$ cat config.mk
export PLATFORM = sky130hd
export DESIGN_NAME = field_packetizer
export DESIGN_NICKNAME = d
export VERILOG_FILES = /design/src/rtl/field_packetizer_pkg.sv /design/src/rtl/field_packetizer_sync_fifo.sv /design/src/rtl/field_packetizer.sv
export SDC_FILE = /design/constraint.sdc
export NUM_CORES = 1
export LEC_CHECK = 0
export ABC_CLOCK_PERIOD_IN_PS = 3500
export CAP_MARGIN = 20
export CORE_MARGIN = 2
export CORE_UTILIZATION = 45
export CTS_BUF_LIST = sky130_fd_sc_hd__clkbuf_8
export DETAILED_ROUTE_END_ITERATION = 10
export SLEW_MARGIN = 20
export SYNTH_ARGS = -nofsm -noshare
export SYNTH_HDL_FRONTEND = slang
export SYNTH_SLANG_ARGS = --single-unit
export TNS_END_PERCENT = 1
$ cat constraint.sdc
create_clock -name clock -period 3.5 [get_ports clock]
set_input_delay 0.35 -clock clock [delete_from_list [all_inputs] [get_ports clock]]
set_output_delay 0.35 -clock clock [all_outputs]
set_load 0.005 [all_outputs]
$ cat src/rtl/field_packetizer_pkg.sv
// Shared types and constants for the field packetizer.
// Holds the FSM state encoding, the Avalon-ST video packet type nibbles,
// the interlace nibbles, and the helper that builds control packet beats.
package field_packetizer_pkg;

   typedef enum logic [1:0] {
      IDLE = 2'd0,
      CTRL = 2'd1,
      VHDR = 2'd2,
      VID  = 2'd3
   } state_t;

   localparam logic [3:0] PKT_CTRL  = 4'hF;
   localparam logic [3:0] PKT_VIDEO = 4'h0;
   localparam logic [3:0] IL_F0     = 4'b1000;
   localparam logic [3:0] IL_F1     = 4'b1100;

   // Index of the final beat of the control packet
   localparam logic [3:0] CTRL_LAST = 4'd9;

   // Nibble carried by control packet beat idx. Width and height are sent
   // most-significant nibble first; the last beat is the interlace nibble.
   function automatic logic [3:0] ctrl_nibble(input logic [3:0]  idx,
                                              input logic [15:0] width,
                                              input logic [15:0] height,
                                              input logic        field);
      logic [3:0] nib;
      nib = 4'h0;
      case (idx)
         4'd0:    nib = PKT_CTRL;
         4'd1:    nib = width[15:12];
         4'd2:    nib = width[11:8];
         4'd3:    nib = width[7:4];
         4'd4:    nib = width[3:0];
         4'd5:    nib = height[15:12];
         4'd6:    nib = height[11:8];
         4'd7:    nib = height[7:4];
         4'd8:    nib = height[3:0];
         4'd9:    nib = field ? IL_F1 : IL_F0;
         default: nib = 4'h0;
      endcase
      return nib;
   endfunction

endpackage

$ cat src/rtl/field_packetizer_sync_fifo.sv
// Single-clock show-ahead FIFO used to buffer the non-stallable pixel stream.
// q always presents the oldest entry while not empty. A write while full is
// refused unless a read happens in the same cycle, in which case both proceed.
module sync_fifo
   import field_packetizer_pkg::*;
#(
   parameter int DATA_WIDTH = 8,
   parameter int FIFO_DEPTH = 16
) (
   input  logic                  clock,
   input  logic                  reset,
   input  logic                  wr_req,
   input  logic                  rd_req,
   input  logic [DATA_WIDTH-1:0] data,
   output logic [DATA_WIDTH-1:0] q,
   output logic                  full,
   output logic                  empty
);

   localparam int AW = $clog2(FIFO_DEPTH);

   logic [DATA_WIDTH-1:0] mem_q [FIFO_DEPTH];
   logic [AW:0]           wr_ptr_q;
   logic [AW:0]           rd_ptr_q;
   logic                  wr_en;
   logic                  rd_en;

   // Pointers carry one extra wrap bit to tell full from empty
   always_comb begin
      empty = (wr_ptr_q == rd_ptr_q);
      full  = (wr_ptr_q[AW] != rd_ptr_q[AW]) &&
              (wr_ptr_q[AW-1:0] == rd_ptr_q[AW-1:0]);
      rd_en = rd_req && !empty;
      wr_en = wr_req && (!full || rd_en);
      q     = mem_q[rd_ptr_q[AW-1:0]];
   end

   // Storage array; contents are don't-care while empty, so no reset
   always_ff @(posedge clock) begin
      if (wr_en) begin
         mem_q[wr_ptr_q[AW-1:0]] <= data;
      end
   end

   // Read and write pointer advance
   always_ff @(posedge clock or negedge reset) begin
      if (!reset) begin
         wr_ptr_q <= '0;
         rd_ptr_q <= '0;
      end else begin
         if (wr_en) begin
            wr_ptr_q <= wr_ptr_q + (AW+1)'(1);
         end
         if (rd_en) begin
            rd_ptr_q <= rd_ptr_q + (AW+1)'(1);
         end
      end
   end

endmodule

$ cat src/rtl/field_packetizer.sv
// Turns a raw interlaced pixel stream into Avalon-ST video packets: one
// control packet followed by one video packet per field. Pixels that arrive
// during headers or sink back-pressure are held in a small FIFO.
// Optional build macro FIELD_PACKETIZER_STATS_EN adds a field_count output
// counting accepted video end-of-packet beats.
//
// state | meaning
// IDLE  | waiting for pix_sof; FIFO writes suppressed until it arrives
// CTRL  | sending the 10-beat control packet (type, width, height, interlace)
// VHDR  | sending the single video packet type beat
// VID   | streaming FIFO pixels; leaves once the EOP beat is accepted
module field_packetizer
   import field_packetizer_pkg::*;
#(
   parameter int DATA_WIDTH = 8,
   parameter int WIDTH      = 640,
   parameter int HEIGHT     = 480,
   parameter int FIFO_DEPTH = 16
) (
   input  logic                  clock,
   input  logic                  reset,
   input  logic [DATA_WIDTH-1:0] pix_data,
   input  logic                  pix_valid,
   input  logic                  pix_sof,
   input  logic                  pix_field,
   output logic [DATA_WIDTH-1:0] dout_data,
   output logic                  dout_valid,
   input  logic                  dout_ready,
   output logic                  dout_startofpacket,
   output logic                  dout_endofpacket,
`ifdef FIELD_PACKETIZER_STATS_EN
   output logic [15:0]           field_count,
`endif
   output logic                  overflow,
   output logic                  sync_err
);

   localparam int          NPIX     = WIDTH * HEIGHT / 2;
   localparam int          PIX_W    = (NPIX > 1) ? $clog2(NPIX) : 1;
   localparam logic [PIX_W-1:0] PIX_LAST = PIX_W'(NPIX - 1);
   localparam logic [15:0] WIDTH16  = 16'(WIDTH);
   localparam logic [15:0] FIELD_H16 = 16'(HEIGHT / 2);

   state_t                state_q;
   logic [3:0]            nib_cnt_q;
   logic [PIX_W-1:0]      pix_cnt_q;
   logic                  field_q;
   logic [DATA_WIDTH-1:0] dout_data_q;
   logic                  dout_valid_q;
   logic                  dout_sop_q;
   logic                  dout_eop_q;
   logic                  overflow_q;
   logic                  sync_err_q;

   logic                  load_ok;
   logic                  eop_held;
   logic                  fifo_wr;
   logic                  fifo_rd;
   logic                  fifo_full;
   logic                  fifo_empty;
   logic [DATA_WIDTH-1:0] fifo_q;

   // Output register load permission, FIFO write/read strobes
   always_comb begin
      load_ok  = !dout_valid_q || dout_ready;
      eop_held = dout_valid_q && dout_eop_q;
      fifo_wr  = pix_valid && ((state_q != IDLE) || pix_sof);
      fifo_rd  = (state_q == VID) && !eop_held && load_ok && !fifo_empty;
   end

   sync_fifo #(
      .DATA_WIDTH (DATA_WIDTH),
      .FIFO_DEPTH (FIFO_DEPTH)
   ) u_fifo (
      .clock  (clock),
      .reset  (reset),
      .wr_req (fifo_wr),
      .rd_req (fifo_rd),
      .data   (pix_data),
      .q      (fifo_q),
      .full   (fifo_full),
      .empty  (fifo_empty)
   );

   // Packet sequencer with registered Avalon-ST outputs and sticky flags
   always_ff @(posedge clock or negedge reset) begin
      if (!reset) begin
         state_q      <= IDLE;
         nib_cnt_q    <= '0;
         pix_cnt_q    <= '0;
         field_q      <= 1'b0;
         dout_data_q  <= '0;
         dout_valid_q <= 1'b0;
         dout_sop_q   <= 1'b0;
         dout_eop_q   <= 1'b0;
         overflow_q   <= 1'b0;
         sync_err_q   <= 1'b0;
      end else begin
         if (fifo_wr && fifo_full && !fifo_rd) begin
            overflow_q <= 1'b1;
         end
         // A stray SOF is just data; only the pixel counter ends a packet
         if (pix_valid && pix_sof && (state_q != IDLE)) begin
            sync_err_q <= 1'b1;
         end

         case (state_q)
            IDLE: begin
               if (pix_valid && pix_sof) begin
                  field_q   <= pix_field;
                  nib_cnt_q <= '0;
                  state_q   <= CTRL;
               end
            end

            CTRL: begin
               if (load_ok) begin
                  dout_data_q  <= DATA_WIDTH'(ctrl_nibble(nib_cnt_q, WIDTH16,
                                                          FIELD_H16, field_q));
                  dout_valid_q <= 1'b1;
                  dout_sop_q   <= (nib_cnt_q == 4'd0);
                  dout_eop_q   <= (nib_cnt_q == CTRL_LAST);
                  if (nib_cnt_q == CTRL_LAST) begin
                     state_q <= VHDR;
                  end else begin
                     nib_cnt_q <= nib_cnt_q + 4'd1;
                  end
               end
            end

            VHDR: begin
               if (load_ok) begin
                  dout_data_q  <= DATA_WIDTH'(PKT_VIDEO);
                  dout_valid_q <= 1'b1;
                  dout_sop_q   <= 1'b1;
                  dout_eop_q   <= 1'b0;
                  pix_cnt_q    <= '0;
                  state_q      <= VID;
               end
            end

            VID: begin
               if (eop_held) begin
                  if (dout_ready) begin
                     dout_valid_q <= 1'b0;
                     dout_eop_q   <= 1'b0;
                     state_q      <= IDLE;
                  end
               end else if (load_ok) begin
                  if (!fifo_empty) begin
                     dout_data_q  <= fifo_q;
                     dout_valid_q <= 1'b1;
                     dout_sop_q   <= 1'b0;
                     dout_eop_q   <= (pix_cnt_q == PIX_LAST);
                     pix_cnt_q    <= (pix_cnt_q == PIX_LAST) ? '0
                                                             : pix_cnt_q + PIX_W'(1);
                  end else begin
                     // Bubble: nothing buffered, so drop valid rather than repeat
                     dout_valid_q <= 1'b0;
                     dout_sop_q   <= 1'b0;
                     dout_eop_q   <= 1'b0;
                  end
               end
            end

            default: state_q <= IDLE;
         endcase
      end
   end

`ifdef FIELD_PACKETIZER_STATS_EN
   logic [15:0] field_count_q;

   // Count video end-of-packet beats as they are accepted; wraps naturally
   always_ff @(posedge clock or negedge reset) begin
      if (!reset) begin
         field_count_q <= '0;
      end else if ((state_q == VID) && eop_held && dout_ready) begin
         field_count_q <= field_count_q + 16'd1;
      end
   end

   assign field_count = field_count_q;
`endif

   assign dout_data          = dout_data_q;
   assign dout_valid         = dout_valid_q;
   assign dout_startofpacket = dout_sop_q;
   assign dout_endofpacket   = dout_eop_q;
   assign overflow           = overflow_q;
   assign sync_err           = sync_err_q;

endmodule
==> flow_metrics.env, run 1 <==
export IMPL_gp_congestion=0.836
export IMPL_overflow=0
export IMPL_clkSinkCount=176
export IMPL_synthToLayoutAreaGrowth_pct=14.0
export IMPL_syn_avg_cell_area_um2=14.9
export IMPL_crit_required_ns=3.66
export IMPL_rsz0062_at_grt="no"
export IMPL_clockBufferDepth=2
export IMPL_antenna_found_initial=0
export IMPL_ant_nets=0
export IMPL_nets=597
export IMPL_vias_per_cell=5.58
export IMPL_h_tree_depth=4
export IMPL_cp_end_kind="flip-flop"
export IMPL_seq_area_frac_synth=0.656
export IMPL_grt_max_degree=36
export IMPL_fin_crit_sh=0.724
export IMPL_fp_row_count=47
export IMPL_cts_tree="yes"
export IMPL_synth_edff_count=128
export IMPL_grt_pass1_vias=4606
export IMPL_maxSlewHeadroom=0.417
export IMPL_syn_area_um2=7690
export IMPL_critPathLaunchType="flip-flop"
export IMPL_vdd_ir_drop_max_mv=0.528
export IMPL_r2r_slack_ns=0.97
export IMPL_post_cts_buffers=0
export IMPL_track_usage=0.187
export IMPL_clock_skew_ns=0.0176
export IMPL_yosysWarnings=0
export IMPL_placed_cells=769
export IMPL_layoutNonFillerInstCount=802
export IMPL_start_util=0.462
export IMPL_p_per_area_nw_per_um2=720
export IMPL_clockRootBuffer="clkbuf_8"
export IMPL_layout_drive_gt1_share=0.187
export IMPL_ios=27
export IMPL_drc_errors=0
export IMPL_grt_first_pass_wirelength_um=25500
export IMPL_drt_wl_total_um=15700
export IMPL_setup_viol=0
export IMPL_synth_area_leaders="edfxtp_1 (50%), dfrtp_1 (16%), mux4_2 (8.8%)"
export IMPL_fin_crit_ns=2.53
export IMPL_clkTransAtPathRegs_ns=0.09
export IMPL_hp_class="in2async"
export IMPL_synthArstFlopShare=0.273
export IMPL_synth_distinct_cells=65
export IMPL_status="complete, no violations"
export IMPL_critical_path_class="reg2reg"
export IMPL_slew_violations=0
export IMPL_critPathMaxFanout=13
export IMPL_hpwl_um=10800
export IMPL_p_leak_nw=3.05
export IMPL_die_area_um2=18200
export IMPL_synthFlopType="edfxtp_1"
export IMPL_syn_nets=545
export IMPL_drt_pass1_iter_count=4
export IMPL_dr_first_iter_drc_count=269
export IMPL_fmax_ghz=0.395
export IMPL_io_buffers=26
export IMPL_wl_per_cell_um=19.6
export IMPL_die_height_um=135
export IMPL_tightestPinTransition_ns=0.868
export IMPL_synth_top_area_share=0.500
export IMPL_yosysTopAreaCell="edfxtp_1"
export IMPL_antennaDiodeCount=0
export IMPL_vias=4479
export IMPL_ys_seq_elements=176
export IMPL_die_x_um=135
export IMPL_core_area_um2=16600
export IMPL_cp_arrival_ns=2.70
export IMPL_hold_viol=0
export IMPL_cts_buffers=17
export IMPL_max_cap_violations=0
export IMPL_syn_inst=517
export IMPL_tns_ns=0
export IMPL_clk_latency_ns=0.46
export IMPL_fill_cells=1357
==> final timing paths <==
path                                                  end  cells after the start                      startpoint
setup / recovery             u_fifo.mem_q[2][6]$_DFFE_PP_                      7  u_fifo.rd_ptr_q[3]$_DFFE_PN0P_
hold / removal                   nib_cnt_q[0]$_DFFE_PN0P_                      2                           reset
setup reg to reg             u_fifo.mem_q[2][6]$_DFFE_PP_                      7  u_fifo.rd_ptr_q[3]$_DFFE_PN0P_
hold reg to reg            dout_startofpacket$_DFFE_PN0P_                      2  dout_startofpacket$_DFFE_PN0P_
max in group asynchronous  u_fifo.rd_ptr_q[2]$_DFFE_PN0P_                      3                           reset
min in group clock         dout_startofpacket$_DFFE_PN0P_                      2  dout_startofpacket$_DFFE_PN0P_
==> cell usage after synthesis (all sizes together), types with 4 or more instances <==
library cell  instances
buf                  15
nor2                 28
nor3                  9
and2                  4
edfxtp              128
a22oi                 4
nand2                29
a41oi                 7
mux2i                 4
xor2                  8
ha                   14
o22ai                10
inv                  21
o21ai                22
nand2b                6
o31ai                 7
nor2b                 8
xnor2                 8
nand4                10
clkbuf                9
mux4                 30
dfrtp                48
nand3b                7
o32ai                 4
nand3                16
a21oi                16
a31oi                 7
==> critical path, cell delays in order (launching register included) <==
cell and delay (ns):
dfrtp_1 0.64, xor2_1 0.21, nor4_2 0.07, buf_4 0.16
a31oi_2 0.33, or3b_2 0.53, nor2_1 0.11, buf_4 0.19
==> layout by cell type, fill, tap and decap left out, types with 8 or more instances in the layout <==
master and n:
xor2_1 8, ha_1 14, nor2b_1 8, buf_4 29
edfxtp_1 128, nor2_1 28, xnor2_1 8, o22ai_1 10
nor3_1 9, a21oi_1 15, nand3_1 15, mux4_2 30
nand4_1 10, nand2_1 28, clkdlybuf4s50_1 25, clkbuf_8 17
inv_1 22, o21ai_0 19, dfrtp_1 47
==> logic make-up after synthesis <==
family / after synthesis / share of synthesized area
and+or+nand+nor: 136 / 0.0964
DFF: 176 / 0.656
adders and majority gates: 14 / 0.0228
AOI/OAI and AO/OA: 92 / 0.0810
muxes: 37 / 0.0974
xor gates and xnor gates: 16 / 0.0182
buffers and inverters: 46 / 0.0285
==> what timing repair did <==
item / CTS / global route
gates resized for setup: 0 / 0
endpoints found under the hold margin: 24 / 0
hold buffers: 1 / 0
==> final cells by class <==
type	instances	area [um^2]	share of cell area
clock buffers	17	234	0.0267
clock inverters	15	200	0.0228
inverters	22	82.6	0.00942
multi-input cells	295	2430	0.277
flip-flops and latches	176	5050	0.575
well taps	220	275	0.0314
repair buffers	57	503	0.0573
==> sequential cells by signal, indices dropped and copies added, names as in the netlist <==
register / count
u_fifo.mem_q: 128
dout_data: 8
dout_startofpacket: 1
dout_valid: 1
nib_cnt_q: 4
u_fifo.rd_ptr_q: 5
u_fifo.wr_ptr_q: 5
field_q: 1
overflow: 1
state_q: 2
sync_err: 1
dout_endofpacket: 1
pix_cnt_q: 18
==> where the power goes <==
group / switching [mW] / internal, mW / total [mW]
Combinational: 1.13 / 0.926 / 2.06
Clock: 0.768 / 0.731 / 1.50
Sequential: 0.219 / 2.54 / 2.76
Total: 2.12 / 4.20 / 6.32
==> stage by stage <==
stage	setup slack (ns)	area [um^2]	hold WS, ns	total power [mW]	utilization
global route	0.754	8770	0.485	6.70	0.527
detailed placement	0.788	8330	0.399	4.86	0.500
CTS	0.961	8770	0.441	6.38	0.527
floorplan	0.875	7690	0.0544	4.20	-
global placement	0.805	8310	0.460	4.83	0.499
finish	0.965	8770	0.443	6.32	0.527
==> metal layers <==
metal / global-route usage / share of wire
met5: 0 / 0
met2: 0.303 / 0.49
met1: 0.251 / 0.45
met3: 0.0458 / 0.046
met4: 0.0561 / 0.012
No activity file was read; power rests on OpenSTA's default activity.
==> inputs of run 2 (changes only) <==
--- a/config.mk
+++ b/config.mk
@@ -5,7 +5,7 @@
 export SDC_FILE = /design/constraint.sdc
 export NUM_CORES = 1
 export LEC_CHECK = 0
-export ABC_CLOCK_PERIOD_IN_PS = 3500
+export ABC_CLOCK_PERIOD_IN_PS = 2200
 export CAP_MARGIN = 20
 export CORE_MARGIN = 2
 export CORE_UTILIZATION = 45
==> constraint.sdc (replaced) <==
create_clock -name clock -period 2.2 [get_ports clock]
set_input_delay 0.22 -clock clock [delete_from_list [all_inputs] [get_ports clock]]
set_output_delay 0.22 -clock clock [all_outputs]
set_load 0.005 [all_outputs]
==> flow_metrics.env, run 2 (synthesis gave the netlist of run 1 again) <==
export IMPL_combPwrFrac=0.377
export IMPL_hp_class="in2reg"
export IMPL_gp_congestion=0.860
export IMPL_wl_per_cell_um=20.1
export IMPL_drt_pass1_iter_count=5
export IMPL_grt_first_pass_wirelength_um=26400
export IMPL_crit_chain="buf_4 > ha_1 > nand3_1 > a31oi_4 > or3b_4 > nor2_4"
export IMPL_critPathLaunchType="flip-flop"
export IMPL_slew_violations=0
export IMPL_clockBufferDepth=2
export IMPL_clock_skew_ns=0.0132
export IMPL_switchingPower_mw=3.71
export IMPL_hpwl_um=11400
export IMPL_fp_row_count=47
export IMPL_vias=4724
export IMPL_layoutNonFillerInstCount=837
export IMPL_synthToLayoutAreaGrowth_pct=18.2
export IMPL_clockRootBuffer="clkbuf_8"
export IMPL_timing_rr_start="state_q[0]$_DFFE_PN0P_"
export IMPL_layout_drive_gt1_share=0.250
export IMPL_io_buffers=26
export IMPL_overflow=0
export IMPL_tns_ns=0
export IMPL_rsz0062_at_grt="yes"
export IMPL_critPathMaxFanout=8
export IMPL_cp_arrival_ns=2.29
export IMPL_dr_first_iter_drc_count=478
export IMPL_fin_crit_sh=0.969
export IMPL_p_per_area_nw_per_um2=1160
export IMPL_max_cap_violations=0
export IMPL_core_area_um2=16600
export IMPL_reg2reg_to="u_fifo.mem_q[2][4]$_DFFE_PP_"
export IMPL_h_tree_depth=4
export IMPL_tightestPinTransition_ns=0.693
export IMPL_placed_cells=803
export IMPL_nets=632
export IMPL_die_area_um2=18200
export IMPL_final_common_cell="edfxtp_1"
export IMPL_status="complete, no violations"
export IMPL_cts_tree="yes"
export IMPL_antennaDiodeCount=0
export IMPL_critical_path_class="reg2reg"
export IMPL_hold_viol=0
export IMPL_crit_required_ns=2.36
export IMPL_r2r_slack_ns=0.07
export IMPL_vias_per_cell=5.64
export IMPL_critPathLaunch="state_q[0]$_DFFE_PN0P_"
export IMPL_p_leak_nw=3.20
export IMPL_drt_wl_total_um=16800
export IMPL_largest_register_ffs=128
export IMPL_die_x_um=135
export IMPL_p_int_mw=6.85
export IMPL_antenna_found_initial=0
export IMPL_start_util=0.462
export IMPL_setup_viol=0
export IMPL_ios=27
export IMPL_r2r_worst_path_cells=6
export IMPL_clkSinkCount=176
export IMPL_ant_nets=0
export IMPL_crit_path_max_incr_delay_ns=0.49
export IMPL_sw_frac_of_total=0.351
export IMPL_pwr_share_seq=0.407
export IMPL_final_util=0.546
export IMPL_cp_end_kind="flip-flop"
export IMPL_vdd_ir_drop_max_mv=0.736
export IMPL_crit_slowest_cell="or3b_4"
export IMPL_die_height_um=135
export IMPL_grt_pass1_vias=4752
export IMPL_drc_errors=0
export IMPL_clkTransAtPathRegs_ns=0.10
export IMPL_fill_cells=1336
export IMPL_grt_max_degree=49
export IMPL_fin_crit_ns=2.13
export IMPL_final_cell_mix="edfxtp_1 (128), buf_4 (61), dfrtp_1 (47)"
export IMPL_crit_end="u_fifo.mem_q[2][4]$_DFFE_PP_"
export IMPL_p_clk_frac=0.217
export IMPL_clk_latency_ns=0.47
export IMPL_fmax_ghz=0.469
export IMPL_maxSlewHeadroom=0.536
export IMPL_track_usage=0.197
export IMPL_cts_buffers=17
[run 2: cell count changes in the layout (fill, tap and decap cells not counted), moves of 2 or more]
cell,previous run,this run
bufinv_16,3,1
buf_6,0,3
nor2_4,0,4
buf_4,29,61
inv_8,2,4
nor2_1,28,24
[run 2: metrics by stage]
step / total power [mW] / cell area (um^2) / worst slack (ns) / hold slack, ns
after global placement: 8.19 / 8620 / -0.222 / 0.354
after floorplan: 6.74 / 7730 / -0.236 / -0.0756
final: 10.6 / 9090 / 0.0682 / 0.356
after global routing: 11.2 / 9090 / -0.0295 / 0.345
after CTS: 10.6 / 9050 / 0.00992 / 0.331
after detailed placement: 8.27 / 8620 / -0.251 / 0.368
[run 2: routing by layer]
metal	routed length, um	track usage
met5	0	0
met4	234	0.0585
met3	667	0.0428
met2	8270	0.320
met1	7660	0.268
[run 2: how the worst min path moves through the flow]
| stage | from | to | slack [ns] | depth (start not counted) |
|---|---|---|---|---|
| 2_1_floorplan | reset | dout_data[0]$_DFFE_PN0P_ | -0.08 | 0 |
| 3_3_place_gp | reset | nib_cnt_q[2]$_DFFE_PN0P_ | 0.35 | 2 |
| 3_5_place_dp | reset | nib_cnt_q[2]$_DFFE_PN0P_ | 0.37 | 2 |
| 4_1_cts | pix_field | field_q$_DFFE_PN0P_ | 0.33 | 2 |
| 5_1_grt | pix_field | field_q$_DFFE_PN0P_ | 0.34 | 2 |
| 6_report | pix_field | field_q$_DFFE_PN0P_ | 0.36 | 2 |
[run 2: power by group through the flow]
stage	logic, mW	registers (mW)	clock network (mW)
after floorplan	2.42	4.31	0
after global placement	3.84	4.35	0
after detailed placement	3.91	4.36	0
after CTS	3.94	4.29	2.34
after global routing	4.32	4.34	2.49
final	3.98	4.30	2.29
[run 2: final cells by class]
class                           instances  area [um^2]  area share
Sequential cell                       176         5050       0.555
Multi-Input combinational cell        295         2510       0.276
Timing Repair Buffer                   92          777      0.0855
Tap cell                              220          275      0.0303
Clock buffer                           17          234      0.0257
Clock inverter                         15          170      0.0187
Inverter                               22         82.6     0.00908
[run 2: worst max-delay path, delay by kind of cell (launching register included)]
kind,cells,cell delay [ns]
AO/OA/AOI/OAI,1,0.25
adder cells (fa/ha/maj),1,0.19
flip-flops,1,0.36
buffers and inverters,1,0.12
AND/OR/NAND/NOR,3,0.90
[run 2: repair_timing]
action | 4_1_cts | 5_1_grt
hold endpoints to repair | 48 | 0
hold buffers | 1 | 0
pin swaps | 1 | 4
setup endpoints to repair | 36 | 103
setup buffers | 0 | 1
resized for setup | 3 | 9
